[src/rtl/emmc_cmd_serdes.sv]
// ---------------------------------------------------------------------------
// emmc_cmd_serdes
//   CMD-line serializer/deserializer for a single eMMC device.
//   Sends a 40-bit command frame with CRC7 and end bit appended, optionally
//   captures a 48-bit (short) or 136-bit (long) response, checks its CRC7
//   and index, and reports the result with a one-cycle finish pulse.
//
// Ports
//   sd_clk      in   card clock, every register is rising-edge
//   rst         in   asynchronous active-high reset
//   start_i     in   launch pulse for cmd_i/setting_i
//   go_idle_i   in   abort the transaction in progress
//   setting_i   in   {long_response, expect_response}
//   cmd_i       in   {2'b01, index[5:0], argument[31:0]}
//   cmd_dat_i   in   CMD pin input (already synchronised)
//   cmd_out_o   out  CMD pin output value
//   cmd_oe_o    out  CMD pin output enable
//   response_o  out  response payload, left-aligned in 120 bits
//   crc_ok_o    out  response CRC7 and end bit good (valid with finish_o)
//   index_ok_o  out  response index matched (valid with finish_o)
//   finish_o    out  one-cycle pulse when a transaction completes
//   busy_o      out  high in every state except IDLE
//
// Handshake: start_i is a one-cycle request; it is taken only on a cycle in
// which busy_o is low and go_idle_i is low. Otherwise it is dropped, and the
// requester must wait for busy_o to fall before trying again.
// ---------------------------------------------------------------------------
module emmc_cmd_serdes #(
    parameter int INIT_DELAY = 80,
    parameter int NCR_MAX    = 64,
    parameter int NCR_MIN    = 2
) (
    input  logic         sd_clk,
    input  logic         rst,
    input  logic         start_i,
    input  logic         go_idle_i,
    input  logic [1:0]   setting_i,
    input  logic [39:0]  cmd_i,
    input  logic         cmd_dat_i,
    output logic         cmd_out_o,
    output logic         cmd_oe_o,
    output logic [119:0] response_o,
    output logic         crc_ok_o,
    output logic         index_ok_o,
    output logic         finish_o,
    output logic         busy_o
);

    localparam int IW = $clog2(INIT_DELAY + 1);
    localparam int NW = $clog2(NCR_MAX + 1);

    localparam logic [IW-1:0] INIT_LAST   = IW'(INIT_DELAY);
    localparam logic [NW-1:0] NCR_MIN_C   = NW'(NCR_MIN);
    localparam logic [NW-1:0] NCR_MAX_C   = NW'(NCR_MAX);
    localparam logic [NW-1:0] NCR_LAST    = NW'(NCR_MAX - 1);

    typedef enum logic [2:0] {
        S_INIT,
        S_IDLE,
        S_WRITE,
        S_WAIT_RSP,
        S_READ,
        S_FINISH
    } state_t;

    state_t         state;
    logic [IW-1:0]  init_cnt;
    logic [7:0]     bit_cnt;
    logic [NW-1:0]  ncr_cnt;
    logic [47:0]    tx_sr;
    logic [5:0]     cmd_idx;
    logic           long_rsp;
    logic           expect_rsp;
    logic [6:0]     crc;
    logic [6:0]     rx_crc;
    logic [5:0]     rx_idx;

    logic [47:0]    tx_frame;
    logic [7:0]     pos;
    logic [7:0]     pay_last;
    logic [7:0]     frame_last;
    logic [7:0]     crc_first;
    logic [6:0]     rsp_idx;
    logic [6:0]     crc_next;

    // One step of CRC7, generator x^7 + x^3 + 1, MSB first.
    function automatic logic [6:0] crc7_step(input logic [6:0] c, input logic b);
        logic fb;
        fb = c[6] ^ b;
        return {c[5:0], 1'b0} ^ (fb ? 7'h09 : 7'h00);
    endfunction

    function automatic logic [6:0] crc7_40(input logic [39:0] d);
        logic [6:0] c;
        c = 7'h00;
        for (int i = 39; i >= 0; i--) begin
            c = crc7_step(c, d[i]);
        end
        return c;
    endfunction

    // Response bit positions, counted with the start bit as position 0:
    //   short: 1 tx, 2..7 index, 8..39 payload, 40..46 CRC, 47 end
    //   long : 1 tx, 2..7 reserved, 8..127 payload, 128..134 CRC, 135 end
    // pos is the position of the bit being sampled on this edge.
    always_comb begin
        tx_frame   = {cmd_i, crc7_40(cmd_i), 1'b1};
        pos        = bit_cnt + 8'd1;
        pay_last   = long_rsp ? 8'd127 : 8'd39;
        frame_last = long_rsp ? 8'd135 : 8'd47;
        // Long responses protect only the payload; short ones also cover
        // tx and index bits (the leading zero start bit never changes CRC).
        crc_first  = long_rsp ? 8'd8 : 8'd1;
        rsp_idx    = 7'(8'd127 - pos);
        crc_next   = crc7_step(crc, cmd_dat_i);
    end

    always_ff @(posedge sd_clk or posedge rst) begin
        if (rst) begin
            state      <= S_INIT;
            init_cnt   <= '0;
            bit_cnt    <= 8'd0;
            ncr_cnt    <= '0;
            tx_sr      <= 48'd0;
            cmd_idx    <= 6'd0;
            long_rsp   <= 1'b0;
            expect_rsp <= 1'b0;
            crc        <= 7'd0;
            rx_crc     <= 7'd0;
            rx_idx     <= 6'd0;
            cmd_out_o  <= 1'b1;
            cmd_oe_o   <= 1'b0;
            response_o <= 120'd0;
            crc_ok_o   <= 1'b0;
            index_ok_o <= 1'b0;
            finish_o   <= 1'b0;
            busy_o     <= 1'b1;
        end else begin
            finish_o <= 1'b0;
            case (state)
                // Drive CMD high for INIT_DELAY cycles of card power-up clocks.
                S_INIT: begin
                    if (init_cnt == INIT_LAST) begin
                        state    <= S_IDLE;
                        cmd_oe_o <= 1'b0;
                        busy_o   <= 1'b0;
                    end else begin
                        init_cnt  <= init_cnt + IW'(1);
                        cmd_oe_o  <= 1'b1;
                        cmd_out_o <= 1'b1;
                    end
                end

                S_IDLE: begin
                    // go_idle_i takes priority: a coincident start is dropped.
                    if (start_i && !go_idle_i) begin
                        state      <= S_WRITE;
                        busy_o     <= 1'b1;
                        cmd_idx    <= cmd_i[37:32];
                        long_rsp   <= setting_i[1];
                        expect_rsp <= setting_i[0];
                        crc_ok_o   <= 1'b0;
                        index_ok_o <= 1'b0;
                        cmd_oe_o   <= 1'b1;
                        cmd_out_o  <= tx_frame[47];
                        tx_sr      <= {tx_frame[46:0], 1'b0};
                        bit_cnt    <= 8'd1;
                    end
                end

                // bit_cnt = number of frame bits already placed on the pin.
                S_WRITE: begin
                    if (go_idle_i) begin
                        state     <= S_IDLE;
                        busy_o    <= 1'b0;
                        cmd_oe_o  <= 1'b0;
                        cmd_out_o <= 1'b1;
                    end else if (bit_cnt == 8'd48) begin
                        cmd_oe_o  <= 1'b0;
                        cmd_out_o <= 1'b1;
                        if (expect_rsp) begin
                            state   <= S_WAIT_RSP;
                            ncr_cnt <= NW'(1);
                        end else begin
                            state    <= S_FINISH;
                            finish_o <= 1'b1;
                        end
                    end else begin
                        cmd_out_o <= tx_sr[47];
                        tx_sr     <= {tx_sr[46:0], 1'b0};
                        bit_cnt   <= bit_cnt + 8'd1;
                    end
                end

                // ncr_cnt = index of the released cycle being sampled
                // (1 = first cycle after the end bit).
                S_WAIT_RSP: begin
                    if (go_idle_i) begin
                        state     <= S_IDLE;
                        busy_o    <= 1'b0;
                        cmd_oe_o  <= 1'b0;
                        cmd_out_o <= 1'b1;
                    end else if (ncr_cnt > NCR_MIN_C && !cmd_dat_i) begin
                        state   <= S_READ;
                        bit_cnt <= 8'd0;
                        crc     <= 7'd0;
                        rx_crc  <= 7'd0;
                        rx_idx  <= 6'd0;
                        if (!long_rsp) begin
                            response_o[87:0] <= 88'd0;
                        end
                    end else if (ncr_cnt >= NCR_LAST) begin
                        // Timeout: flags stay cleared, response untouched.
                        state    <= S_FINISH;
                        finish_o <= 1'b1;
                    end else if (ncr_cnt != NCR_MAX_C) begin
                        ncr_cnt <= ncr_cnt + NW'(1);
                    end
                end

                S_READ: begin
                    if (go_idle_i) begin
                        state     <= S_IDLE;
                        busy_o    <= 1'b0;
                        cmd_oe_o  <= 1'b0;
                        cmd_out_o <= 1'b1;
                    end else begin
                        bit_cnt <= pos;
                        if (pos >= crc_first && pos <= pay_last) begin
                            crc <= crc_next;
                        end
                        if (pos >= 8'd2 && pos <= 8'd7) begin
                            rx_idx <= {rx_idx[4:0], cmd_dat_i};
                        end
                        if (pos >= 8'd8 && pos <= pay_last) begin
                            response_o[rsp_idx] <= cmd_dat_i;
                        end
                        if (pos > pay_last && pos < frame_last) begin
                            rx_crc <= {rx_crc[5:0], cmd_dat_i};
                        end
                        if (pos == frame_last) begin
                            crc_ok_o   <= (crc == rx_crc) && cmd_dat_i;
                            index_ok_o <= long_rsp ? 1'b1 : (rx_idx == cmd_idx);
                            finish_o   <= 1'b1;
                            state      <= S_FINISH;
                        end
                    end
                end

                S_FINISH: begin
                    state  <= S_IDLE;
                    busy_o <= 1'b0;
                end

                default: begin
                    state    <= S_INIT;
                    init_cnt <= '0;
                    busy_o   <= 1'b1;
                end
            endcase
        end
    end

endmodule

[config.mk]
export PLATFORM = sky130hd
export DESIGN_NAME = emmc_cmd_serdes
export DESIGN_NICKNAME = d
export VERILOG_FILES = /design/src/rtl/emmc_cmd_serdes.sv
export SDC_FILE = /design/constraint.sdc
export NUM_CORES = 1
export LEC_CHECK = 0
export ABC_AREA = 0
export BUFFER_PORTS_ARGS = -buffer_cell sky130_fd_sc_hd__clkbuf_2
export CORE_ASPECT_RATIO = 1.2
export CORE_UTILIZATION = 62
export DETAILED_ROUTE_END_ITERATION = 7
export GPL_TIMING_DRIVEN = 0
export PLACE_DENSITY = 0.91
export SYNTH_ARGS = -nofsm -noshare
export SYNTH_HDL_FRONTEND = slang
export SYNTH_SLANG_ARGS = --single-unit
[constraint.sdc]
create_clock -name sd_clk -period 16.3 [get_ports sd_clk]
set_clock_uncertainty 0.1 [all_clocks]
set_input_delay 0 -clock sd_clk [delete_from_list [all_inputs] [get_ports sd_clk]]
set_output_delay 0 -clock sd_clk [all_outputs]
set_load 0.05 [all_outputs]
==> results.sh <==
export IMPL_critPathArrivalTime_ns=4.77
export IMPL_postLayoutCoreUtil_pct=77.3
export IMPL_routabilityCongestion=0.938
export IMPL_synth_seq_cells=226
export IMPL_pwr_share_clk_pct=26.7
export IMPL_cts_root_buf="clkbuf_16"
export IMPL_worstMarginPinSlew_ns=0.960
export IMPL_synth_main_ff_cell="dfrtp_1"
export IMPL_wire_per_inst_um=20.4
export IMPL_grtUsageTotal_pct=37.2
export IMPL_ys_warn_count=0
export IMPL_r2r_cells=17
export IMPL_p_switching_uw=809
export IMPL_ys_seq_area_share_pct=47.9
export IMPL_netlist_top_cell_by_area="dfrtp_1"
export IMPL_hold_path_class="in2async"
export IMPL_grt_max_degree=132
export IMPL_p_comb_share_pct=37.5
export IMPL_ff2ff_setup_slack_ns=11.78
export IMPL_drv_slew=0
export IMPL_hold_violations=0
export IMPL_drive_gt1_share_pct=16.8
export IMPL_netlist_area_um2=11800
export IMPL_violations="design-rule violations"
export IMPL_drcViolationCount=2
export IMPL_slowest_stage="dfrtp_1"
export IMPL_cp_depth=17
export IMPL_dp_cells=1689
export IMPL_wirelength_um=36200
export IMPL_post_cts_buffers=0
export IMPL_internal_power_uw=1260
export IMPL_synth_avg_cell_area_um2=9.33
export IMPL_cpLargestDelayFamily="buffers and inverters"
export IMPL_viasPerCell=6.49
export IMPL_syn_to_final_growth_pct=20.7
export IMPL_fmax_mhz=221
export IMPL_tns_ns=0
export IMPL_diodes=0
export IMPL_max_slew_margin_pct=35.4
export IMPL_post_layout_nonfiller_instances=1773
export IMPL_swShare_pct=39.0
export IMPL_cts_made_buffers=23
export IMPL_cp_max_fo=10
export IMPL_leakage_uw=0.00673
export IMPL_fin_crit_sh_pct=27.7
export IMPL_p_per_area_nw_per_um2=145
export IMPL_crit_path_start_kind="register"
export IMPL_grt_pass1_vias=11300
export IMPL_clk_pin_slew_ns=0.06
export IMPL_mostFrequentLayoutCell="dfrtp_1"
export IMPL_post_cts_resized=0
export IMPL_status="finished, violations left"
export IMPL_cts_sinks=226
export IMPL_io_buffers=171
export IMPL_finalSetupViolations=0
export IMPL_h_tree_depth=1
export IMPL_die_x_um=128
export IMPL_rows=54
export IMPL_ant_nets=0
export IMPL_critPathMostFrequentCell="clkbuf_1"
export IMPL_worstPathRequired_ns=16.56
export IMPL_grt_first_pass_wirelength_um=57600
export IMPL_vias=11500
export IMPL_drt_iter0_markers=1471
export IMPL_hold_buffers=46
export IMPL_die_h_um=153
export IMPL_start_util_pct=64.0
export IMPL_synth_edf_count=0
export IMPL_nNetsFinal=1571
export IMPL_ys_types=63
export IMPL_layout_min_cycle_time_ns=4.52
export IMPL_cts_tree="built"
export IMPL_netlist_top_cells_area="dfrtp_1 47%, nand2_1 5.4%, o31ai_1 4.5%, a21oi_1 4.5%, xnor2_1 4.2%"
export IMPL_core_um2=18400
export IMPL_synth_net_count=1328
export IMPL_fp_dieArea_um2=19600
export IMPL_drt_first_pass_iters=8
export IMPL_max_cap_violations=0
export IMPL_worst_setup_path_end_kind="register"
export IMPL_antenna_found_initial=1
export IMPL_gr_total_overflow=0
export IMPL_hpwl_um=23100
export IMPL_worst_path_largest_cell_delay_ns=0.46
export IMPL_syn_inst=1265
export IMPL_p_total_uw=2070
export IMPL_clock_latency_ns=0.51
export IMPL_rsz0062_at_grt="no"
export IMPL_netlist_area_leader_share_pct=47.5
export IMPL_crit_type="reg2reg"
export IMPL_seq_power_share_pct=35.7
export IMPL_cp_cell_sequence="ha_1 > buf_2 > nand3_1 > o21ai_0 > and2_1 > clkbuf_1 > inv_2 > ha_1 > nand2_1 > or3_1 > o22ai_4 > a21o_1 > nand2_1 > clkbuf_1 > clkbuf_1 > o21ai_1 > o31ai_1"
export IMPL_async_flop_share_pct=100
export IMPL_clk_path_buf_depth=3
export IMPL_boundaryPins=173
export IMPL_layout_common_cells="224 x dfrtp_1, 171 x nand2_1, 171 x clkbuf_2, 105 x nor2_1, 105 x a21oi_1"
export IMPL_vdd_drop_max_v=0.000181
export IMPL_path_buf_inv=5
sequential cells by signal (all words and copies together) (netlist names):
name	flops
index_ok_o	1
cmd_out_o	1
cmd_idx	6
tx_sr	47
expect_rsp	1
init_cnt	7
busy_o	1
long_rsp	1
finish_o	1
rx_crc	7
bit_cnt	8
cmd_oe_o	1
response_o	120
crc	7
crc_ok_o	1
state	3
ncr_cnt	7
rx_idx	6
cell families (layout without fill, tap and decap cells):
| group | count (synthesis) | after routing | synth area share, % |
|---|---|---|---|
| AO/OA/AOI/OAI | 401 | 401 | 20.3 |
| XOR/XNOR | 100 | 100 | 8.85 |
| adder cells (fa/ha/maj) | 16 | 16 | 1.70 |
| multiplexers | 43 | 43 | 4.07 |
| buffers and inverters | 118 | 374 | 3.93 |
| flip-flops | 226 | 226 | 47.9 |
| AND/OR/NAND/NOR | 361 | 361 | 13.3 |
worst reg2reg max path: cells and delay by family, from the launching register on:
family,cells,cell delay [ns]
buffers and inverters,5,1.32
and+or+nand+nor,5,1.01
AOI/OAI and AO/OA,5,0.96
adders and majority gates,2,0.52
DFF,1,0.46
metrics by stage:
step	hold slack, ns	setup slack, ns	instance area, um^2
floorplan	0.0500	10.01	11800
global placement	0.138	7.81	13000
detailed placement	0.0532	12.08	13000
CTS	0.0829	11.93	14200
global route	0.134	11.61	14200
finish	0.0439	11.78	14200
power groups by stage:
stage	Sequential, uW	Combinational [uW]	Clock [uW]
floorplan	739	520	0
global placement	734	674	0
detailed placement	740	705	0
CTS	732	721	554
global route	749	820	576
finish	741	778	554
metal layers:
layer | wire, um | part of all wire, % | vias to the layer above | track usage (%)
met4 | 2290 | 6.3 | 2 | 20.6
met1 | 12800 | 35 | 5441 | 44.2
met5 | 8 | 0.022 | - | 0
met3 | 3520 | 9.7 | 243 | 6.16
li1 | - | - | 4948 | -
met2 | 17600 | 49 | 867 | 63.7
cell usage after synthesis (2+ instances only):
library cell and instances:
o21ai_1 52, xnor2_2 3, ha_1 16, buf_4 2, clkbuf_1 70, o21ai_0 87, xnor2_1 56, a22o_1 14
or3_1 11, inv_2 4, nand2b_1 4, and2_1 7, a21oi_1 105, a21o_1 3, xnor3_1 6, or2_2 2
o21a_1 2, a211oi_1 2, nor4_2 2, inv_1 25, buf_2 11, mux2_1 32, and3_1 4, a31oi_1 48
xor2_1 31, nor3_1 10, nor2_1 105, o21bai_1 2, mux2_2 8, dfrtp_1 224, o31ai_1 71, nor2b_1 3
nor3_2 3, nor4_1 6, nand4_1 9, xnor3_2 3, dfstp_2 2, nand2_1 171, buf_1 6, mux2i_1 3
nand3_1 18
area by class of cell:
class                      instances  area (um^2)
multi-input combinational        921         5680
inverter                          29          116
tap                              252          315
sequential                       226         5660
buffer                            89          355
clock buffer                      28          624
fill                            1172         4200
clock inverter                    10          153
timing repair buffer             218         1340
path summary, 6_finish.rpt:
path                                      start         endpoint
worst min-delay path                        rst      init_cnt[2]
max in group asynchronous                   rst   response_o[19]
worst max register to register       bit_cnt[1]    response_o[8]
worst max-delay path                 bit_cnt[1]    response_o[8]
worst min register to register  response_o[104]  response_o[104]
min in group sd_clk                setting_i[0]       expect_rsp
(Power assumes the default switching activity.)
